### src/rtl/seq_alu_pkg.sv
// Shared types for the sequential ALU: opcodes, FSM states and an opcode
// classifier.
package seq_alu_pkg;

    typedef enum logic [2:0] {
        ALU_ADD  = 3'b000,
        ALU_SUB  = 3'b001,
        ALU_AND  = 3'b010,
        ALU_OR   = 3'b011,
        ALU_SLT  = 3'b100,
        ALU_MUL  = 3'b101,
        ALU_DIVU = 3'b110,
        ALU_REMU = 3'b111
    } alu_op_e;

    typedef enum logic [1:0] {
        IDLE,
        BUSY,
        DONE
    } alu_state_e;

    function automatic logic is_multicycle(alu_op_e op);
        return op inside {ALU_MUL, ALU_DIVU, ALU_REMU};
    endfunction

endpackage

### src/rtl/seq_alu_muldiv.sv
// Iterative engine for MUL (shift-add) and DIVU/REMU (restoring division).
// Needs WIDTH steps; done is high during the last step, and result is that step's output.
module seq_alu_muldiv
    import seq_alu_pkg::*;
#(
    parameter int WIDTH = 32
) (
    input  logic             clk,
    input  logic             rst_n,
    input  logic             start,
    input  alu_op_e          op,
    input  logic [WIDTH-1:0] a,
    input  logic [WIDTH-1:0] b,
    output logic             done,
    output logic [WIDTH-1:0] result
);

    localparam int CNT_W = $clog2(WIDTH) + 1;

    alu_op_e          op_q;
    logic [WIDTH-1:0] acc_q, rem_q, a_q, b_q;
    logic [CNT_W-1:0] cnt_q;

    logic [WIDTH-1:0] acc_next, rem_next, a_next, b_next;
    logic [WIDTH:0]   shifted, trial;

    // NOTE: every always_comb output gets a default first, so no path can leave a latch behind.
    always_comb begin
        acc_next = acc_q;
        rem_next = rem_q;
        a_next   = a_q;
        b_next   = b_q;
        shifted  = {rem_q, acc_q[WIDTH-1]};
        trial    = shifted - {1'b0, b_q};
        if (op_q == ALU_MUL) begin
            acc_next = acc_q + (b_q[0] ? a_q : '0);
            a_next   = a_q << 1;
            b_next   = b_q >> 1;
        end else if (!trial[WIDTH]) begin
            // Divisor fits: keep the subtraction and shift in a quotient 1.
            // A zero divisor always fits, which yields all-ones / dividend.
            rem_next = trial[WIDTH-1:0];
            acc_next = {acc_q[WIDTH-2:0], 1'b1};
        end else begin
            rem_next = shifted[WIDTH-1:0];
            acc_next = {acc_q[WIDTH-2:0], 1'b0};
        end
    end

    assign done   = (cnt_q == CNT_W'(1));
    assign result = (op_q == ALU_REMU) ? rem_next : acc_next;

    // NOTE: sequential state uses non-blocking assignments only, so every register sees pre-edge values.
    always_ff @(posedge clk) begin
        if (!rst_n) begin
            op_q  <= ALU_MUL;
            acc_q <= '0;
            rem_q <= '0;
            a_q   <= '0;
            b_q   <= '0;
            cnt_q <= '0;
        end else if (start) begin
            op_q  <= op;
            acc_q <= (op == ALU_MUL) ? '0 : a;
            rem_q <= '0;
            a_q   <= a;
            b_q   <= b;
            cnt_q <= CNT_W'(WIDTH);
        end else if (cnt_q != '0) begin
            acc_q <= acc_next;
            rem_q <= rem_next;
            a_q   <= a_next;
            b_q   <= b_next;
            cnt_q <= cnt_q - CNT_W'(1);
        end
    end

endmodule

### src/rtl/seq_alu.sv
// Handshaked sequential ALU: one-cycle basic ops, WIDTH-step MUL/DIVU/REMU.
// Optional Carry/Overflow/Negative outputs are enabled with SEQ_ALU_FLAGS_EN.
module seq_alu
    import seq_alu_pkg::*;
#(
    parameter int WIDTH = 32
) (
    input  logic             clk,
    input  logic             rst_n,
    input  logic [WIDTH-1:0] InA,
    input  logic [WIDTH-1:0] InB,
    input  logic [2:0]       ALUOp,
    input  logic             in_valid,
    output logic             in_ready,
    output logic [WIDTH-1:0] Res,
    output logic             Zero,
    output logic             out_valid,
    input  logic             out_ready
`ifdef SEQ_ALU_FLAGS_EN
    ,
    output logic             Carry,
    output logic             Overflow,
    output logic             Negative
`endif
);

    alu_state_e       state;
    alu_op_e          op_in;
    logic             accept, md_start, md_done;
    logic [WIDTH-1:0] alu_res, md_result;

    assign op_in    = alu_op_e'(ALUOp);
    assign accept   = in_valid && in_ready;
    assign md_start = accept && is_multicycle(op_in);

    always_comb begin
        alu_res = '0;
        case (op_in)
            ALU_ADD: alu_res = InA + InB;
            ALU_SUB: alu_res = InA - InB;
            ALU_AND: alu_res = InA & InB;
            ALU_OR:  alu_res = InA | InB;
            ALU_SLT: alu_res = {{(WIDTH-1){1'b0}}, (InA < InB)};
            default: alu_res = '0;
        endcase
    end

    seq_alu_muldiv #(.WIDTH(WIDTH)) u_muldiv (
        .clk    (clk),
        .rst_n  (rst_n),
        .start  (md_start),
        .op     (op_in),
        .a      (InA),
        .b      (InB),
        .done   (md_done),
        .result (md_result)
    );

    // in_ready is registered so it stays low through reset and rises one cycle after release.
    always_ff @(posedge clk) begin
        if (!rst_n) begin
            state     <= IDLE;
            in_ready  <= 1'b0;
            out_valid <= 1'b0;
            Res       <= '0;
            Zero      <= 1'b1;
        end else begin
            case (state)
                IDLE: begin
                    in_ready <= 1'b1;
                    if (accept) begin
                        in_ready <= 1'b0;
                        if (is_multicycle(op_in)) begin
                            state <= BUSY;
                        end else begin
                            state     <= DONE;
                            out_valid <= 1'b1;
                            Res       <= alu_res;
                            Zero      <= (alu_res == '0);
                        end
                    end
                end
                BUSY: begin
                    if (md_done) begin
                        state     <= DONE;
                        out_valid <= 1'b1;
                        Res       <= md_result;
                        Zero      <= (md_result == '0);
                    end
                end
                DONE: begin
                    if (out_ready) begin
                        state     <= IDLE;
                        out_valid <= 1'b0;
                        in_ready  <= 1'b1;
                    end
                end
                default: state <= IDLE;
            endcase
        end
    end

`ifdef SEQ_ALU_FLAGS_EN
    logic [WIDTH:0] add_full;
    logic           carry_in, ovf_in;

    assign add_full = {1'b0, InA} + {1'b0, InB};

    always_comb begin
        carry_in = 1'b0;
        ovf_in   = 1'b0;
        if (op_in == ALU_ADD) begin
            carry_in = add_full[WIDTH];
            ovf_in   = (InA[WIDTH-1] == InB[WIDTH-1]) && (alu_res[WIDTH-1] != InA[WIDTH-1]);
        end else if (op_in == ALU_SUB) begin
            carry_in = (InA < InB);
            ovf_in   = (InA[WIDTH-1] != InB[WIDTH-1]) && (alu_res[WIDTH-1] != InA[WIDTH-1]);
        end
    end

    always_ff @(posedge clk) begin
        if (!rst_n) begin
            {Carry, Overflow, Negative} <= 3'b000;
        end else if (state == IDLE && accept && !is_multicycle(op_in)) begin
            {Carry, Overflow, Negative} <= {carry_in, ovf_in, alu_res[WIDTH-1]};
        end else if (state == BUSY && md_done) begin
            {Carry, Overflow, Negative} <= {2'b00, md_result[WIDTH-1]};
        end
    end
`endif

endmodule

### config.mk
export PLATFORM = sky130hd
export DESIGN_NAME = seq_alu
export DESIGN_NICKNAME = d
export VERILOG_FILES = /design/src/rtl/seq_alu_pkg.sv /design/src/rtl/seq_alu_muldiv.sv /design/src/rtl/seq_alu.sv
export SDC_FILE = /design/constraint.sdc
export NUM_CORES = 1
export LEC_CHECK = 0
export ABC_CLOCK_PERIOD_IN_PS = 4700
export BUFFER_PORTS_ARGS = -buffer_cell sky130_fd_sc_hd__buf_2
export CAP_MARGIN = 0
export CORE_MARGIN = 3
export CORE_UTILIZATION = 45
export DETAILED_ROUTE_END_ITERATION = 12
export PLACE_DENSITY = 0.62
export SYNTH_ARGS = -nofsm -noshare
export SYNTH_HDL_FRONTEND = slang
export SYNTH_SLANG_ARGS = --single-unit
### constraint.sdc
create_clock -name clk -period 4.7 [get_ports clk]
set_input_delay 0.94 -clock clk [delete_from_list [all_inputs] [get_ports clk]]
set_output_delay 0.94 -clock clk [all_outputs]
set_load 0.02 [all_outputs]
After elaboration in Yosys (flattened, before gate mapping)
Index checks and enable logic that the tools add are counted.
{"block": "word_totals", "register_bits": 174, "input_bits": 71, "out_inout_bits": 35, "wordCells": 95}
{"block": "classes", "addsub": 5, "n_lt_le_gt_ge": 1, "n_eq_ne": 16, "mux": 39, "bitwise": 3, "reduce_logical": 19}
{"operator": "two-way mux 32 bit", "count": 17}
{"operator": "case mux 32 bit (5 select lines)", "count": 1}
{"operator": "adder 32 bit", "count": 2}
{"operator": "logical NOT 32 bit", "count": 2}
{"operator": "case mux 32 bit (2 select lines)", "count": 1}
{"operator": "subtractor 33 x 32 -> 33 bit", "count": 1}
{"operator": "AND 32 bit", "count": 1}
{"operator": "less-than comparator 32 bit", "count": 1}
{"operator": "OR 32 bit", "count": 1}
{"operator": "subtractor 32 bit", "count": 1}
{"operator": "equality test 3 bit (second input constant)", "count": 6}
{"operator": "two-way mux 6 bit", "count": 2}
{"operator": "two-way mux 1 bit", "count": 10}
{"operator": "two-way mux 2 bit", "count": 4}
{"operator": "inequality test 2 bit (second input constant)", "count": 4}
{"operator": "nonzero test 2 bit", "count": 4}
{"operator": "equality test 3 x 2 -> 1 bit (second input constant)", "count": 2}
{"operator": "equality test 6 x 1 -> 1 bit (second input constant)", "count": 1}
{"operator": "case mux 2 bit (3 select lines)", "count": 1}
{"operator": "nonzero test 3 bit", "count": 2}
{"operator": "nonzero test 6 bit", "count": 1}
{"operator": "subtractor 6 x 1 -> 6 bit (second input constant)", "count": 1}
{"operator": "AND reduction 5 bit", "count": 1}
{"operator": "case mux 1 bit (2 select lines)", "count": 2}
{"operator": "12 further kinds", "count": 14}

Depth between registers and ports, before layout
{"block": "depth", "word_depth": 7, "mapped_depth": 19, "depth_no_buf": 16}

Hierarchy
A second synthesis with hierarchy kept.
{"block": "unflattened", "cells_unflattened": 2493, "area_unflattened_um2": 17983.5}
{"mod": "seq_alu_muldiv", "instances": 1, "cells_each": 1440, "area_each_um2": 10709.0, "seq_area_each_um2": 2742.6}
{"mod": "seq_alu", "instances": 1, "cells_each": 1053, "area_each_um2": 7274.5, "seq_area_each_um2": 740.7}

Worst setup path before layout
OpenSTA, ideal clock, no wires.
{"block": "synth_path", "kind": "input-to-reg", "startpoint": "input InB[9]", "endpoint": "register Zero", "setup_ps": 77, "t_arrival_ps": 4392, "required_ps": 4623, "setup_slack_ps": 232, "path_stages": 15, "path_buffers": 1, "cell_sequence": "inv_1 ha_1 buf_6 or4_4 or3_4 a31oi_4 nor3_2 o211a_1 o21ai_2 nor4_1 a2111o_1 nand2_1 or3b_1 or4b_1 a41oi_2"}
{"block": "synth_via", "elab_chain_len": 6, "word_cells_on_any_way": 10, "cone_classes": "add/sub: 2; order compare: 1; mux: 4; bitwise: 2; reduce/logical: 1"}
{"item": "start, declared", "line": "seq_alu.sv:11", "text": "input logic [WIDTH-1:0] InB,"}
{"item": "subtractor 32 bit, or another cell as far along", "line": "seq_alu.sv:40", "text": "ALU_SUB: alu_res = InA - InB;"}
{"item": "case mux 32 bit (5 select lines) *", "line": "seq_alu.sv:38", "text": "case (op_in)"}
{"item": "logical NOT 32 bit *", "line": "seq_alu.sv:79", "text": "Zero <= (alu_res == '0);"}
{"item": "two-way mux 1 bit *", "line": "seq_alu.sv:73", "text": "if (is_multicycle(op_in)) begin"}
{"item": "two-way mux 1 bit *", "line": "seq_alu.sv:71", "text": "if (accept) begin"}
{"item": "case mux 1 bit (2 select lines) *", "line": "seq_alu.sv:68", "text": "case (state)"}
{"item": "end signal, assigned", "line": "seq_alu.sv:79"}
{"item": "end signal, assigned", "line": "seq_alu.sv:88", "text": "Zero <= (md_result == '0);"}
{"item": "end, declared", "line": "seq_alu.sv:16", "text": "output logic Zero,"}
Every way passes the cells marked *; elsewhere a longest branch is shown, timed or not. The select of a mux whose other input is x is not followed.
A chain may end at the register's enable or synchronous reset.

Worst setup path after layout
{"block": "layout_path", "startpoint": "register u_muldiv.acc_q[31]", "endpoint": "register Zero"}
{"block": "layout_via", "elab_chain_len": 7, "word_cells_on_any_way": 10, "cone_classes": "add/sub: 2; mux: 7; reduce/logical: 1"}
{"item": "start, declared", "line": "seq_alu_muldiv.sv:21", "text": "logic [WIDTH-1:0] acc_q, rem_q, a_q, b_q;"}
{"item": "start signal, assigned", "line": "seq_alu_muldiv.sv:64", "text": "acc_q <= (op == ALU_MUL) ? '0 : a;"}
{"item": "start signal, assigned", "line": "seq_alu_muldiv.sv:70", "text": "acc_q <= acc_next;"}
{"item": "subtractor 33 x 32 -> 33 bit", "line": "seq_alu_muldiv.sv:34", "text": "trial = shifted - {1'b0, b_q};"}
{"item": "two-way mux 1 bit / two-way mux 32 bit (equally long branches)", "line": "seq_alu_muldiv.sv:39", "text": "end else if (!trial[WIDTH]) begin"}
{"item": "two-way mux 32 bit", "line": "seq_alu_muldiv.sv:35", "text": "if (op_q == ALU_MUL) begin"}
{"item": "two-way mux 32 bit *", "line": "seq_alu_muldiv.sv:51", "text": "assign result = (op_q == ALU_REMU) ? rem_next : acc_next;"}
{"item": "logical NOT 32 bit *", "line": "seq_alu.sv:88"}
{"item": "two-way mux 1 bit *", "line": "seq_alu.sv:84", "text": "if (md_done) begin"}
{"item": "case mux 1 bit (2 select lines) *", "line": "seq_alu.sv:68"}
Marked as above.

==> impl_metrics.json <==
{
  "switching_share_pct": 48.5,
  "worstMarginPinSlew_ns": 1.26,
  "floorplan.io_pins": 106,
  "clk_transition_reported_paths_ns": 0.07,
  "num-nets-final": 3023,
  "clock_skew_ns": 0.0115,
  "timing.critical_path.to_type": "flip-flop",
  "worstPathRequired_ns": 5.09,
  "first_iter_violations": 1963,
  "tritoncts": "built",
  "cell_area_after_synthesis_sq_mm": 0.0177,
  "dp_hpwl_um": 60800,
  "cts.htree.levels": 4,
  "grt_pass1_wl_um": 115000,
  "count_of_nets_left_with_antenna_violations_after_detail_routing": 0,
  "syn_area_per_cell_sq_um": 7.11,
  "max_cap_viols": 0,
  "synth-seq-area-share_pct": 19.7,
  "crit_type": "reg -> reg",
  "placed_cells": 3267,
  "route.detailed.vias_per_inst": 6.12,
  "crit_path_top_delay_cell": "sky130_fd_sc_hd__or4bb_4",
  "die_area_sq_mm": 0.0417,
  "grt_start_max_net_pins": 87,
  "routed_wl_um": 76100,
  "vdd_drop_max_v": 0.000317,
  "startpoint": "u_muldiv.acc_q[31]",
  "power.density_cell_area_mw_per_mm2": 484,
  "dr.pass1.iters": 8,
  "remaining_max_slew_budget_at_the_tightest_pin_pct": 15.7,
  "cell_internal_pwr_mw": 5.35,
  "worst_hold_slack_ns": 0.452,
  "synth_ff_type": "sky130_fd_sc_hd__dfxtp_1",
  "achievable-frequency_mhz": 221,
  "post-route-min-period_ns": 4.52,
  "worst_path_dominant_cell_family": "compound AO/OA/AOI/OAI gates",
  "post_synth_most_frequent_cells": "sky130_fd_sc_hd__nor2_1, sky130_fd_sc_hd__nand2_1, sky130_fd_sc_hd__a21oi_1, sky130_fd_sc_hd__dfxtp_1, sky130_fd_sc_hd__ha_1",
  "clkSinkCount": 174,
  "holdCritStartpoint": "Res[13]",
  "finalSetupTns_ns": 0,
  "net_count_after_synthesis": 2728,
  "overflow": 0,
  "outcome": "finished, final reports clean",
  "max-clock-path-buffers": 2,
  "finish.instance_area_sq_mm": 0.0215,
  "floorplan.initialDensity_pct": 46.2,
  "cellLeakagePower_nw": 9.60,
  "timing.critical_path.cells": "inv_1, ha_1, inv_1, fa_1, a21o_1, a31o_1, nand3_4, a2111oi_4, o211a_1, a211oi_4, buf_12, buf_4, or3_1, o221a_2, nor4bb_2, or4bb_4, nand4b_1, buf_4, a41oi_2",
  "worst_ep_arrival_time_ns": 4.92,
  "grt_antenna_before_repair": 1,
  "rows": 71,
  "critical_path.n_buffers_inverters": 5,
  "place.port_buffers": 105,
  "detail_route.wl_per_cell_um": 23.0,
  "power.sequential.fraction_pct": 19.2,
  "insertion_delay_ns": 0.47,
  "report.final.setup_viol": 0,
  "startpoint_type": "flip-flop",
  "vias": 20200,
  "synth_cell_type_count": 91,
  "clock_tree.root_cell": "sky130_fd_sc_hd__clkbuf_16",
  "hold_path_class": "reg -> reg",
  "detailed_place.area_sq_mm": 0.0207,
  "cts_made_buffers": 17,
  "netlist_instances": 2483,
  "synth_area_leaders": "sky130_fd_sc_hd__dfxtp_1, sky130_fd_sc_hd__ha_1, sky130_fd_sc_hd__a21oi_1",
  "instances_no_fill": 3302,
  "power.share.combinational_pct": 66.6,
  "power.switching_mw": 5.04,
  "tcrit_tclk_final_pct": 96.2,
  "netlist.area_leader.share_pct": 19.7,
  "place_congestion": 0.978,
  "number_of_flops_mapped_to_enable_cells_by_yosys": 0,
  "die_h_um": 204,
  "grtUsageTotal_pct": 35.8,
  "ys_async_sr_fraction_pct": 0,
  "crit-reg2reg-launch": "u_muldiv.acc_q[31]",
  "core_area_sq_mm": 0.0382,
  "synth_largest_area_cell": "sky130_fd_sc_hd__dfxtp_1",
  "clock_power_share_pct": 14.2,
  "number_of_synthesized_register_bits": 174,
  "hold_violation_total_from_the_final_report": 0,
  "overall_die_width_um": 204,
  "max_stage_delay_ns": 0.57,
  "drc_errors": 0,
  "area_growth_pct": 21.7,
  "timing.critical_path.fanout_max": 18,
  "via_count_of_the_first_global_routing_pass": 19200,
  "synthMostInstantiatedCell": "sky130_fd_sc_hd__nor2_1",
  "final_layout_size_suffix_gt1_share_pct": 18.9,
  "ys_warn_count": 0,
  "drv_slew": 0
}
## kinds of logic after synthesis
family / after synthesis / share of synthesized area [%]
xor+xnor: 64 / 3.17
simple gates: 868 / 22.7
flops: 174 / 19.7
mux: 64 / 3.68
fa+ha+maj: 174 / 12.5
buf+inv: 326 / 7.07
compound gates: 813 / 31.1
## what timing repair did
action / in CTS / in global routing
pin swaps: 1 / 5
gates cloned: 0 / 0
endpoints found under the hold margin: 0 / 0
gates resized for setup: 0 / 27
endpoints found under the setup margin: 1 / 1
hold buffers: 0 / 0
setup buffers: 1 / 2
## layout by cell type (no fill, tap or decap), types with 65 or more instances in the layout
master,Yosys,layout
sky130_fd_sc_hd__a211oi_1,123,122
sky130_fd_sc_hd__nor3_1,66,65
sky130_fd_sc_hd__o21ai_0,113,111
sky130_fd_sc_hd__buf_2,5,104
sky130_fd_sc_hd__nand2_1,251,251
sky130_fd_sc_hd__inv_1,163,163
sky130_fd_sc_hd__nand3_1,71,69
sky130_fd_sc_hd__buf_4,3,329
sky130_fd_sc_hd__dfxtp_1,174,173
sky130_fd_sc_hd__a21oi_1,217,215
sky130_fd_sc_hd__ha_1,170,170
sky130_fd_sc_hd__nor2_1,281,276
## worst reg2reg max path: stages (launching register included)
cell and delay (ns):
sky130_fd_sc_hd__dfxtp_1 0.34, sky130_fd_sc_hd__inv_1 0.05, sky130_fd_sc_hd__ha_1 0.20, sky130_fd_sc_hd__inv_1 0.08, sky130_fd_sc_hd__fa_1 0.20, sky130_fd_sc_hd__a21o_1 0.15
sky130_fd_sc_hd__a31o_1 0.21, sky130_fd_sc_hd__nand3_4 0.13, sky130_fd_sc_hd__a2111oi_4 0.51, sky130_fd_sc_hd__o211a_1 0.29, sky130_fd_sc_hd__a211oi_4 0.07, sky130_fd_sc_hd__buf_12 0.16
sky130_fd_sc_hd__buf_4 0.21, sky130_fd_sc_hd__or3_1 0.35, sky130_fd_sc_hd__o221a_2 0.15, sky130_fd_sc_hd__nor4bb_2 0.26, sky130_fd_sc_hd__or4bb_4 0.57, sky130_fd_sc_hd__nand4b_1 0.19
sky130_fd_sc_hd__buf_4 0.17, sky130_fd_sc_hd__a41oi_2 0.17
## per-layer routing
layer | global-route usage, % | part of all wire, % | routed length (um)
met5 | 0 | 0 | 0
met4 | 18.4 | 6.1 | 4610
met3 | 4.78 | 6.3 | 4760
met2 | 57.8 | 45 | 34600
met1 | 46.7 | 42 | 32200
## path summary, 6_finish.rpt
check	endpoint	slack, ns	depth (start not counted)
hold / removal	Res[13]	0.45	2
hold reg to reg	Res[13]	0.45	2
setup reg to reg	Zero	0.18	19
setup / recovery	Zero	0.18	19
## flip-flops by register name (all words and copies together), names as in the netlist, 2 cells and up
name / cells
Res: 32
state: 2
u_muldiv.a_q: 32
u_muldiv.acc_q: 32
u_muldiv.b_q: 32
u_muldiv.cnt_q: 6
u_muldiv.op_q: 3
u_muldiv.rem_q: 32
## final cells by class
| cell class | count | area (sq um) |
|---|---|---|
| Antenna cell | 1 | 2.50 |
| Sequential cell | 174 | 3480 |
| Tap cell | 511 | 639 |
| Multi-Input combinational cell | 1983 | 13100 |
| Timing Repair Buffer | 437 | 3070 |
| Fill cell | 3765 | 16700 |
| Inverter | 165 | 622 |
| Clock buffer | 25 | 505 |
| Clock inverter | 6 | 75.1 |
## power by group through the flow
stage          Clock [mW]  Sequential, mW  Combinational, mW
5_1_grt              1.55            2.03               7.50
2_1_floorplan           0            2.00               4.23
3_3_place_gp            0            2.01               6.53
4_1_cts              1.49            1.99               6.70
6_report             1.48            2.00               6.92
3_5_place_dp            0            2.02               6.60
## per-stage QoR
| step | total power [mW] | utilization [%] | setup slack (ns) |
|---|---|---|---|
| final | 10.4 | 56.3 | 0.177 |
| after global routing | 11.1 | 56.3 | -0.0132 |
| after CTS | 10.2 | 55.9 | 0.0470 |
| after detailed placement | 8.62 | 54.3 | -0.420 |
| after global placement | 8.54 | 54.3 | -0.279 |
| after floorplan | 6.23 | - | 0.232 |
Power figures use the tool's default switching activity.
